$ cat src/rtl/dmem_resp.sv
// Memory-stage responder: turns execute-stage load/store requests into a
// split-transaction SRAM-like access and stalls execute until it completes.
module dmem_resp #(
    parameter int ES_TO_MS_BUS_WD = 103,
    parameter int MS_TO_ES_BUS_WD = 33
) (
    input  logic                       clk,
    input  logic                       reset,
    input  logic [ES_TO_MS_BUS_WD-1:0] es_to_ms_bus,
    input  logic                       es_advance,
    output logic [MS_TO_ES_BUS_WD-1:0] ms_to_es_bus,
    output logic                       data_req,
    output logic                       data_wr,
    output logic [1:0]                 data_size,
    output logic [31:0]                data_addr,
    output logic [3:0]                 data_wstrb,
    output logic [31:0]                data_wdata,
    input  logic                       data_addr_ok,
    input  logic                       data_data_ok,
    input  logic [31:0]                data_rdata
);

    typedef enum logic [1:0] {S_IDLE, S_REQ, S_WAIT, S_DONE} state_t;

    state_t      state_q, state_d;
    logic        req_q, req_d;
    logic        wr_q, wr_d;
    logic [1:0]  size_q, size_d;
    logic [31:0] addr_q, addr_d;
    logic [3:0]  wstrb_q, wstrb_d;
    logic [31:0] wdata_q, wdata_d;
    logic        uns_q, uns_d;
    logic [31:0] result_q, result_d;

    logic [31:0] req_addr, req_src;
    logic [3:0]  req_bw;
    logic        req_uns, req_we, req_rfm;
    logic        is_store, is_load, mem_op;
    logic [1:0]  req_size;
    logic        dcache_ok;
    logic        unused_bits;

    assign req_addr = es_to_ms_bus[102:71];
    assign req_uns  = es_to_ms_bus[70];
    assign req_we   = es_to_ms_bus[69];
    assign req_rfm  = es_to_ms_bus[68];
    assign req_bw   = es_to_ms_bus[67:64];
    assign req_src  = es_to_ms_bus[63:32];
    // pc and bit_width[3] carry no meaning for the memory access
    assign unused_bits = ^{es_to_ms_bus[31:0], req_bw[3]};

    assign is_store = req_we;
    assign is_load  = req_rfm & ~req_we;
    assign mem_op   = is_store | is_load;
    assign req_size = size_dec(req_bw);

    function automatic logic [1:0] size_dec(input logic [3:0] bw);
        if (bw[2])      return 2'd2;
        else if (bw[1]) return 2'd1;
        else if (bw[0]) return 2'd0;
        else            return 2'd2;
    endfunction

    function automatic logic [3:0] lane_wstrb(input logic [1:0] size, input logic [1:0] a);
        case (size)
            2'd0:    return 4'b0001 << a;
            2'd1:    return 4'b0011 << {a[1], 1'b0};
            default: return 4'b1111;
        endcase
    endfunction

    function automatic logic [31:0] lane_wdata(input logic [1:0] size, input logic [31:0] src);
        case (size)
            2'd0:    return {4{src[7:0]}};
            2'd1:    return {2{src[15:0]}};
            default: return src;
        endcase
    endfunction

    function automatic logic [31:0] load_extract(input logic [31:0] rdata, input logic [1:0] size,
                                                 input logic [1:0] a, input logic uns);
        logic [31:0] sh;
        sh = 32'd0;
        case (size)
            2'd0: begin
                sh = rdata >> {a, 3'b000};
                return uns ? {24'd0, sh[7:0]} : {{24{sh[7]}}, sh[7:0]};
            end
            2'd1: begin
                sh = rdata >> {a[1], 4'b0000};
                return uns ? {16'd0, sh[15:0]} : {{16{sh[15]}}, sh[15:0]};
            end
            default: return rdata;
        endcase
    endfunction

    always_comb begin
        state_d  = state_q;
        req_d    = req_q;
        wr_d     = wr_q;
        size_d   = size_q;
        addr_d   = addr_q;
        wstrb_d  = wstrb_q;
        wdata_d  = wdata_q;
        uns_d    = uns_q;
        result_d = result_q;
        case (state_q)
            S_IDLE: begin
                result_d = 32'd0;
                if (mem_op) begin
                    state_d = S_REQ;
                    req_d   = 1'b1;
                    wr_d    = is_store;
                    size_d  = req_size;
                    addr_d  = req_addr;
                    uns_d   = req_uns;
                    wstrb_d = is_store ? lane_wstrb(req_size, req_addr[1:0]) : 4'b0000;
                    wdata_d = is_store ? lane_wdata(req_size, req_src) : 32'd0;
                end
            end
            S_REQ: begin
                if (data_addr_ok) begin
                    req_d = 1'b0;
                    if (data_data_ok) begin
                        state_d  = S_DONE;
                        result_d = wr_q ? 32'd0
                                        : load_extract(data_rdata, size_q, addr_q[1:0], uns_q);
                    end else begin
                        state_d = S_WAIT;
                    end
                end
            end
            S_WAIT: begin
                if (data_data_ok) begin
                    state_d  = S_DONE;
                    result_d = wr_q ? 32'd0
                                    : load_extract(data_rdata, size_q, addr_q[1:0], uns_q);
                end
            end
            S_DONE: begin
                // Hold the result until execute retires; never re-issue meanwhile.
                if (es_advance) begin
                    state_d  = S_IDLE;
                    result_d = 32'd0;
                end
            end
            default: state_d = S_IDLE;
        endcase
    end

    always_ff @(posedge clk) begin
        if (reset) begin
            state_q  <= S_IDLE;
            req_q    <= 1'b0;
            wr_q     <= 1'b0;
            size_q   <= 2'd0;
            addr_q   <= 32'd0;
            wstrb_q  <= 4'd0;
            wdata_q  <= 32'd0;
            uns_q    <= 1'b0;
            result_q <= 32'd0;
        end else begin
            state_q  <= state_d;
            req_q    <= req_d;
            wr_q     <= wr_d;
            size_q   <= size_d;
            addr_q   <= addr_d;
            wstrb_q  <= wstrb_d;
            wdata_q  <= wdata_d;
            uns_q    <= uns_d;
            result_q <= result_d;
        end
    end

    assign dcache_ok = (state_q == S_IDLE) ? ~mem_op : (state_q == S_DONE);

    assign ms_to_es_bus = {dcache_ok, result_q};
    assign data_req     = req_q;
    assign data_wr      = wr_q;
    assign data_size    = size_q;
    assign data_addr    = addr_q;
    assign data_wstrb   = wstrb_q;
    assign data_wdata   = wdata_q;

endmodule
$ cat config.mk
export PLATFORM = sky130hd
export DESIGN_NAME = dmem_resp
export DESIGN_NICKNAME = d
export VERILOG_FILES = /design/src/rtl/dmem_resp.sv
export SDC_FILE = /design/constraint.sdc
export NUM_CORES = 1
export LEC_CHECK = 0
export ABC_CLOCK_PERIOD_IN_PS = 2400
export CORE_UTILIZATION = 34
export DETAILED_ROUTE_END_ITERATION = 16
export GPL_ROUTABILITY_DRIVEN = 0
export PLACE_DENSITY = 0.73
export SLEW_MARGIN = 5
export SYNTH_ARGS = -nofsm -noshare
export SYNTH_HDL_FRONTEND = slang
export SYNTH_SLANG_ARGS = --single-unit
$ cat constraint.sdc
create_clock -name clk -period 2.4 [get_ports clk]
set_clock_uncertainty 0.2 [all_clocks]
set_input_delay 0.48 -clock clk [delete_from_list [all_inputs] [get_ports clk]]
set_output_delay 0.48 -clock clk [all_outputs]
set_load 0.02 [all_outputs]
==> out/metrics.yaml <==
die:
  rows: 42
  die_h_um: 120
  start_util_pct: 35.2
  io_pins: 245
  core_area_um2: 13400
  die_w_um: 120
  floorplan.die_area_um2: 14300
timing:
  setup_ws_ps: 55.8
  hold_viol: 0
  slew_headroom_pct: 18.6
  worst_pin_slew_ps: 1200
  rsz0062_at_grt: "no"
  period_minus_slack_ps: 2340
  finalSetupViolations: 0
  finalCritPeriodShare_pct: 97.7
  timing.final.max_slew_violations: 0
  fmax_mhz: 427
logic_synthesis:
  synth_top_area_share_pct: 45.5
  yosysWarningCount: 0
  syn_area_per_cell_um2: 8.66
  ys_async_sr_fraction_pct: 0
  syn_nets: 689
  synthTopCellsByCount: "dfxtp_1 (107), nand2_1 (107), a21oi_1 (65), clkbuf_1 (37)"
  synth_edf_count: 0
  yosys.area.top_type: "dfxtp_1"
  yosysSeqAreaShare_pct: 45.5
  ys_seq_elements: 107
  synthDistinctLibCells: 41
  synth_ff_type: "dfxtp_1"
  syn_area_um2: 4710
  synth_area_leaders: "dfxtp_1 (45%), nand2_1 (8.5%), a21oi_1 (6.9%), a22oi_1 (5.1%), mux2_2 (4.1%)"
  synthCells: 544
critical_path:
  worst-setup-path-type: "flop to primary output"
  start_kind: "flop"
  cp_top_family: "buffers and inverters"
  slowest_stage: "dfxtp_2"
  cp_max_fo: 4
  crit_chain: "inv_1, ha_1, mux2_2, dlygate4sd2_1"
  cp-end-kind: "primary output"
  arrival_ps: 1660
  cpPeakStageDelay_ps: 340
  crit_buf_inv: 2
  worstPathRequired_ps: 1720
cts:
  hold_buffers: 0
  cts.sink_count: 107
  cts_buffers: 9
  htreeDepth: 3
  cts_tree: "yes"
  clk_pin_slew_ps: 70
  clk_latency_ps: 350
  clockBufferDepth: 2
  clockRootBuffer: "clkbuf_16"
  post_cts_buffers: 0
placed_design:
  portBuffers: 211
  pre_cts_ws_ps: -240
  dp_hpwl_mm: 11.4
final_layout:
  drive_gt1_share_pct: 11.9
  diodes: 0
  fill_cells: 1191
  syn2layout_area_growth_pct: 58.8
  final_net_count: 899
outcome:
  status: "completed"
worst_hold_path:
  hold_class: "primary input to flop"
global_route:
  grt_max_degree: 62
  grt_pass1_vias: 4833
  grt_overflow_total: 0
  grt_use_total_pct: 21.4
  grt_pass1_wl_mm: 24.0
  antenna_found_initial: 0
flow_run:
  cap_violations: 0
power:
  vdd_ir_drop_max_v: 0.000423
  powerDensity_nw_per_um2: 954
  leakagePower_uw: 0.00280
  power_uw: 7140
detailed_routing:
  totalWireLength_mm: 15.6
  avgViaCountPerCell: 5.26
  drcViolationCount: 0
  wire_per_inst_um: 16.7
  drt_iter0_markers: 299
  routed-via-count: 4918
  antenna_left: 0
  drt_first_pass_iters: 7
flip-flops by register name (all words and copies together), names as in the netlist:
| register | cells |
|---|---|
| state_q | 2 |
| data_size | 2 |
| data_req | 1 |
| uns_q | 1 |
| data_wdata | 32 |
| data_addr | 32 |
| result_q | 32 |
| data_wstrb | 4 |
| data_wr | 1 |
worst paths after layout:
kind	from	to	slack [ps]	depth (start not counted)
max	state_q[0]	ms_to_es_bus[32]	60	4
min	reset	result_q[21]	230	2
max reg2reg	data_addr[1]	result_q[5]	90	4
min reg2reg	data_addr[17]	data_addr[17]	260	2
area by class of cell:
cell class	instances	area [um^2]	share of cell area [%]
inverters	3	11.3	0.151
flip-flops and latches	107	2140	28.7
repair buffers	242	2390	32.0
clock buffers	11	253	3.38
clock inverters	5	61.3	0.819
well taps	176	220	2.94
multi-input cells	391	2400	32.1
cell usage in the layout (no fill, tap or decap), types with 9 or more instances in the layout:
master / count
dfxtp_1: 105
clkdlybuf4s50_1: 209
a21oi_1: 65
a22oi_1: 32
o21ai_0: 32
nor2_1: 26
nor2b_1: 12
clkbuf_16: 9
a21oi_2: 10
mux2_2: 17
nand2_1: 107
buf_4: 28
nand2b_1: 15
metal layers:
| layer | vias up | global-route usage (%) | part of all wire [%] | routed length [um] |
|---|---|---|---|---|
| li1 | 2362 | - | - | - |
| met1 | 2316 | 24.7 | 40 | 6230 |
| met2 | 217 | 37.3 | 50 | 7770 |
| met3 | 23 | 6.46 | 8.3 | 1290 |
| met4 | 0 | 7.73 | 1.9 | 301 |
| met5 | - | 0 | 0 | 0 |
power by group:
group | leakage [uW] | internal [uW] | switching [uW] | total (uW)
Sequential | 0.000876 | 2160 | 251 | 2420
Clock | 0.000144 | 869 | 691 | 1560
Combinational | 0.00178 | 1470 | 1700 | 3170
logic make-up after synthesis:
family / count (synthesis) / synth area share, %
AOI/OAI and AO/OA: 180 / 25.3
adders and majority gates: 5 / 1.33
buffers and inverters: 46 / 3.88
DFF: 107 / 45.5
muxes: 26 / 6.24
and+or+nand+nor: 180 / 17.8
timing repair:
action	in CTS	in global routing
endpoints found under the setup margin	10	2
pin swaps	1	0
gates resized for setup	2	1
through the flow:
stage	TNS, ps	hold WS, ps	util [%]	std cells	cell area, um^2
after CTS	0	222	55.8	935	7480
after global placement	-4120	239	53.5	919	7170
after detailed placement	-5770	246	53.5	919	7170
final	0	234	55.8	935	7480
after global routing	0	237	55.8	935	7480
after floorplan	0	249	-	544	4710
Power figures use the tool's default switching activity.
